`config.mk`:
```
export PLATFORM = sky130hd
export DESIGN_NAME = video_palframe_banked
export DESIGN_NICKNAME = d
export VERILOG_FILES = /design/src/rtl/video_palframe_banked.sv
export SDC_FILE = /design/constraint.sdc
export NUM_CORES = 1
export LEC_CHECK = 0
export ABC_CLOCK_PERIOD_IN_PS = 2900
export CAP_MARGIN = 20
export CORE_MARGIN = 1.5
export CORE_UTILIZATION = 59
export DETAILED_ROUTE_END_ITERATION = 8
export PLACE_DENSITY = 0.88
export SLEW_MARGIN = 20
export SYNTH_ARGS = -nofsm -noshare
export SYNTH_HDL_FRONTEND = slang
export SYNTH_SLANG_ARGS = --single-unit
```
`constraint.sdc`:
```
create_clock -name clk -period 2.9 [get_ports clk]
set_clock_uncertainty 0.2 [all_clocks]
set_input_delay 0.29 -clock clk [delete_from_list [all_inputs] [get_ports clk]]
set_output_delay 0.29 -clock clk [all_outputs]
set_load 0.005 [all_outputs]
```
`src/rtl/video_palframe_banked.sv`:
```
// video_palframe_banked: pixel/border mixer with multi-bank palette RAM, blanking and blank-time readback
//
// Ports:
//   clk, rst_n              video clock, asynchronous active-low reset
//   hpix, vpix              pixel area flags (pixel area = hpix & vpix)
//   hblank, vblank          blanking flags
//   pixels, border          pixel / border colour index
//   zx_palwr, zx_paldata    legacy write at {active_bank, mixed index}
//   pal_wr, pal_waddr,
//   pal_wdata               host write port, wins over the legacy write
//   bank_sel                requested bank, taken on a vblank rise
//   rd_req, rd_addr         readback request (level) and address
//   rd_data, rd_ack         readback data and one-cycle acknowledge
//   active_bank             bank currently displayed
//   color                   final colour, two cycles after the inputs
module video_palframe_banked #(
    parameter int IDX_W  = 4,
    parameter int COL_W  = 6,
    parameter int BANK_W = 1
) (
    input  logic                    clk,
    input  logic                    rst_n,
    input  logic                    hpix,
    input  logic                    vpix,
    input  logic                    hblank,
    input  logic                    vblank,
    input  logic [IDX_W-1:0]        pixels,
    input  logic [IDX_W-1:0]        border,
    input  logic                    zx_palwr,
    input  logic [COL_W-1:0]        zx_paldata,
    input  logic                    pal_wr,
    input  logic [BANK_W+IDX_W-1:0] pal_waddr,
    input  logic [COL_W-1:0]        pal_wdata,
    input  logic [BANK_W-1:0]       bank_sel,
    input  logic                    rd_req,
    input  logic [BANK_W+IDX_W-1:0] rd_addr,
    output logic [COL_W-1:0]        rd_data,
    output logic                    rd_ack,
    output logic [BANK_W-1:0]       active_bank,
    output logic [COL_W-1:0]        color
);
    localparam int AW = BANK_W + IDX_W;
    localparam logic [1:0] IDLE = 2'd0;
    localparam logic [1:0] WAIT = 2'd1;
    localparam logic [1:0] READ = 2'd2;
    localparam logic [1:0] ACK  = 2'd3;

    logic [COL_W-1:0] mem [2**AW];
    logic [IDX_W-1:0] idx;
    logic [IDX_W-1:0] idx_r;
    logic             blank_r;
    logic             vb_q;
    logic             req_q;
    logic [1:0]       state;
    logic [1:0]       state_nx;
    logic             rd_st;
    logic [AW-1:0]    raddr;
    logic [COL_W-1:0] rdat;

    assign idx   = (hpix & vpix) ? pixels : border;
    assign rd_st = state == READ;
    // the READ slot steals the single read port from the display
    assign raddr = rd_st ? rd_addr : {active_bank, idx_r};
    assign rdat  = mem[raddr];

    // a request is only taken on its rising level, so a held rd_req after ACK is ignored
    always_comb begin
        state_nx = (state == IDLE) ? ((rd_req & ~req_q) ? WAIT : IDLE) :
                   (state == WAIT) ? (blank_r ? READ : WAIT) :
                   (state == READ) ? ACK : IDLE;
    end

    // palette storage: unreset; reads in the same edge see the old entry
    always_ff @(posedge clk) begin
        if (pal_wr)
            mem[pal_waddr] <= pal_wdata;
        else if (zx_palwr)
            mem[{active_bank, idx}] <= zx_paldata;
    end

    always_ff @(posedge clk or negedge rst_n) begin
        if (!rst_n) begin
            idx_r       <= '0;
            blank_r     <= 1'b1; // keep undefined palette data off the output after reset
            vb_q        <= 1'b0;
            req_q       <= 1'b0;
            state       <= IDLE;
            active_bank <= '0;
            color       <= '0;
            rd_data     <= '0;
            rd_ack      <= 1'b0;
        end else begin
            idx_r   <= idx;
            blank_r <= hblank | vblank;
            vb_q    <= vblank;
            req_q   <= rd_req;
            state   <= state_nx;
            if (vblank & ~vb_q)
                active_bank <= bank_sel;
            rd_ack  <= rd_st;
            color   <= (blank_r | rd_st) ? '0 : rdat;
            if (rd_st)
                rd_data <= rdat;
        end
    end
endmodule

```
; Yosys cells after proc, flatten, opt, wreduce, memory -nomap -nowiden
; Memories as Yosys holds them, arrays and structs flattened.
; Index checks and enable logic that the tools add are counted.
[op_classes]
eq_ne = 2
mux = 16
bitwise_logic = 7
n_reduce_logical = 2
[ops]
columns = operator, count
row1 = 6-bit two-way mux, 2
row2 = 5-bit two-way mux, 2
row3 = 2-bit two-way mux, 4
row4 = 1-bit two-way mux, 7
row5 = 6-bit OR reduction, 1
row6 = 4-bit two-way mux, 1
row7 = 1-bit bitwise AND, 3
row8 = 2-bit by 1-bit == test with 1-bit output (second input constant), 1
row9 = 2-bit == test (second input constant), 1
row10 = 2-bit logical NOT, 1
row11 = 1-bit inverter, 2
row12 = 1-bit OR, 2
[totals]
ff_bits = 23
mem_bits_rw = 192
inputBits = 40
output_inout_bits = 14
elab_cells = 37
mem_count = 1
[memory_table]
columns = memory, depth, width, rd, rd_clocked_by_memory_dff, wr, line
row1 = mem, 32, 6, 1, 0, 1, 48  ; logic [COL_W-1:0] mem [2**AW];

; Logic depth before layout (Yosys ltp)
[logic_depth]
ltp_word = 5
ltp_mapped = 10

; Worst setup path after synthesis
; OpenSTA, ideal clock, no wires.
[synth_timing]
path_kind = input to register
from = input port pal_wr
to = memory mem[14][0] (enable)
setup_ns = 0.350
t_arrival_ns = 1.574
required_ns = 2.350
path_slack_ns = 0.776
path_stages = 6
n_path_buf = 2
path_cell_list = nand2b_1 clkbuf_1 clkbuf_1 o21a_1 nand2_1 nor2_1
[synth_between]
elab_chain_cells = 4
[synth_lines]
columns = item, line
row1 = start: declaration, 31  ; input logic pal_wr,
row2 = 1-bit two-way mux, 75  ; if (pal_wr)
row3 = 1-bit two-way mux (implied by the code), 78  ; mem[{active_bank, idx}] <= zx_paldata;
row4 = 6-bit OR reduction (no line), --
row5 = 5-bit two-way mux (no line) or 1-bit two-way mux (tied branches), --
row6 = end: declaration, 48
; Several ways; a longest one is shown, not always the timed one.

; Worst setup path after layout
[layout_timing]
from = register state[0]
to = register rd_data[0]
[layout_between]
elab_chain_cells = 3
[layout_lines]
columns = item, line
row1 = start: declaration, 54  ; logic [1:0] state;
row2 = start signal: assignment, 97  ; state <= state_nx;
row3 = 2-bit == test *, 61  ; assign rd_st = state == READ;
row4 = 5-bit two-way mux, 63  ; assign raddr = rd_st ? rd_addr : {active_bank, idx_r};
row5 = memory 32 x 6 bit, --
row6 = end signal: assignment, 103  ; rd_data <= rdat;
row7 = end: declaration, 37  ; output logic [COL_W-1:0] rd_data,
; Mark *: on every way between the ends. The rest lies on a longest branch, timed or not.
; A chain may end at the register's enable or synchronous reset.

==> metrics <==
critical-path maximum fanout 24; first-pass GRT wire length 43.7 mm; flops & latches, synth 215; Hold Vio Cnt, Final 0; post-route clock period utilization 0.912; initial antenna violation count 0; worst path required time 3120 ps; Max VDD drop 0.677 mV; Internal 6.21 mW; Final min period 2650 ps; Clock transition at path regs 60 ps; Seq pwr share 0.404; # placed instances 1203; DR pass1 iterations 5; Post-Layout Cell Count 1244; Crit Path Category register to register; DR WL/cell 23.2 microns; worst slew pin tran 823 ps; Syn Std Cell Area 10800 sq um; Core ar. 18000 sq um; Highest Clock Rate 378 MHz; Clock Tree Buf Depth 3; CP Data Arrival Time 2870 ps; Area growth, synth to finish 17.8%; Max-slew headroom 0.451; Combinational Power Share 0.289; Root Buffer clkbuf_16; worst hold path type primary input to register; Avg Cell Area, Syn 11.9 sq um; max-capacitance violation count 0; sequential area share after synthesis 0.588; Row Count 49; synthesized net count 947; clock sink count 215; status finished, final reports clean; Tot GR Track Use 0.296; IO Count 54; chip width 138 microns; GPL Wtd Cong 0.877; Die Ht 138 microns; Starting Density 0.601; fraction of layout cells with a size suffix above 1 0.126; unrepaired setup endpoints after global routing false; Worst Setup Start Kind register; most common cell after layout, fill and taps aside nor2_1; final core utilization 0.708; # nets final 1045; Diodes inserted 0; vias in the first global route 8116; fin area 12700 sq um; Antenna Nets Post-Route 0; routed vias 8081; clock network fraction of design power 0.307; Netlist cell types 36; DRC viols 0; Net Sw Power 2.83 mW; die area 19100 sq um; endpoint class of the critical path register; yosys warns 0; IO Port Bufs 53; pwr dens 711 nW/um^2; CTS tree yes; Final Max Slew Viols 0; switching share of total power 0.313; vias per cell 6.50; WL final 28.9 mm; Static Leak 4.98 nW; commonest non-fill, non-tap cells in the layout nor2_1 (233), mux2i_1 (196), edfxtp_1 (192); Skew-Pair Late Insertion Delay 510 ps; HPWL Detailed 18.1 mm; largest net degree at the start of global routing 67; Placed Area 12000 sq um; CTS H-tree depth 1; Congestion Overflow GR 0; DR iter-0 viols 977; Cells after Synth 907; Finish-stage setup viols 0; CTS buffer count 23
logic make-up after synthesis:
logic type             Yosys count  share of synthesized area
AND/OR/NAND/NOR                380                      0.152
flip-flops                     215                      0.588
multiplexers                   205                      0.191
AO/OA/AOI/OAI                   43                     0.0349
buffers and inverters           64                     0.0336
synth_stat cells, drive strengths merged:
cell type / count / area (sq um)
nor3: 96 / 480
nor2b: 2 / 12.5
edfxtp: 192 / 5770
mux2: 9 / 101
o21ai: 11 / 55.1
mux2i: 196 / 1960
o21a: 1 / 7.51
o31ai: 1 / 12.5
dfstp: 1 / 26.3
nor2: 233 / 875
o41ai: 24 / 210
and4b: 1 / 10.0
or3: 1 / 6.26
dfrtp: 22 / 551
nand3: 4 / 20.0
nand2: 23 / 86.3
inv: 8 / 30.0
clkbuf: 10 / 37.5
and4bb: 1 / 12.5
nor4b: 1 / 8.76
nand2b: 3 / 26.3
o31a: 1 / 8.76
buf: 46 / 295
nand3b: 7 / 52.6
o22ai: 1 / 6.26
a31oi: 4 / 76.3
or2: 1 / 6.26
nor4bb: 1 / 10.0
nand4: 6 / 37.5
worst max-delay path, cell delays in order, from the launching register on:
cell and delay (ps):
dfrtp_1 450, nand2b_4 210, buf_4 160, a31oi_4 190, buf_12 200, nor3_1 100, o41ai_1 580, nand4_1 270
o21ai_1 190
cell type report:
cell class	count	area (sq um)
sequential	215	6350
tap	229	287
inverter	8	30.0
clock buffer	27	601
timing repair buffer	129	1260
multi-input combinational	628	4090
clock inverter	8	95.1
fill	1127	5250
path summary, 6_finish.rpt:
| check | start | endpoint | slack [ps] | depth (start not counted) |
|---|---|---|---|---|
| min in group asynchronous | rst_n | state[1]$_DFF_PN0_ | 510 | 3 |
| worst max register to register | state[0]$_DFF_PN0_ | rd_data[0]$_DFFE_PN0P_ | 250 | 8 |
| worst min-delay path | rd_req | req_q$_DFF_PN0_ | 40 | 1 |
| worst max-delay path | state[0]$_DFF_PN0_ | rd_data[0]$_DFFE_PN0P_ | 250 | 8 |
| worst min register to register | rd_data[5]$_DFFE_PN0P_ | rd_data[5]$_DFFE_PN0P_ | 280 | 2 |
| max in group asynchronous | rst_n | blank_r$_DFF_PN1_ | 1670 | 3 |
state kept, by name (all words and copies together), names as in the netlist:
name         cells
blank_r          1
req_q            1
active_bank      1
vb_q             1
rd_ack           1
state            2
mem            192
idx_r            4
color            6
rd_data          6
power by group through the flow:
stage / Combinational, mW / Sequential [mW] / Clock, mW
final: 2.62 / 3.65 / 2.78
after detailed placement: 2.44 / 3.71 / 0
after global routing: 2.76 / 3.66 / 2.90
after floorplan: 1.61 / 3.68 / 0
after CTS: 2.48 / 3.65 / 2.78
after global placement: 2.38 / 3.70 / 0
layer usage:
| layer | track usage | part of all wire | wire (microns) | vias up |
|---|---|---|---|---|
| li1 | - | - | - | 3510 |
| met1 | 0.355 | 0.35 | 10100 | 3843 |
| met2 | 0.491 | 0.48 | 13900 | 567 |
| met3 | 0.0655 | 0.11 | 3150 | 161 |
| met4 | 0.182 | 0.060 | 1720 | 0 |
| met5 | 0 | 0 | 0 | - |
through the flow:
stage	setup slack, ps	setup TNS [ps]	power (mW)	hold slack (ps)
floorplan	776	0	5.29	-206
global placement	52.7	0	6.08	268
detailed placement	-12.2	-72.8	6.15	279
CTS	87.6	0	8.91	37.6
global route	171	0	9.32	56.6
finish	254	0	9.05	42.7
what timing repair did:
action                                  in CTS  in global routing
resized for setup                            0                  1
endpoints found under the setup margin       0                  4
hold buffers                                 1                  0
endpoints found under the hold margin       22                  0
setup buffers                                0                  5
Power figures use the tool's default switching activity.
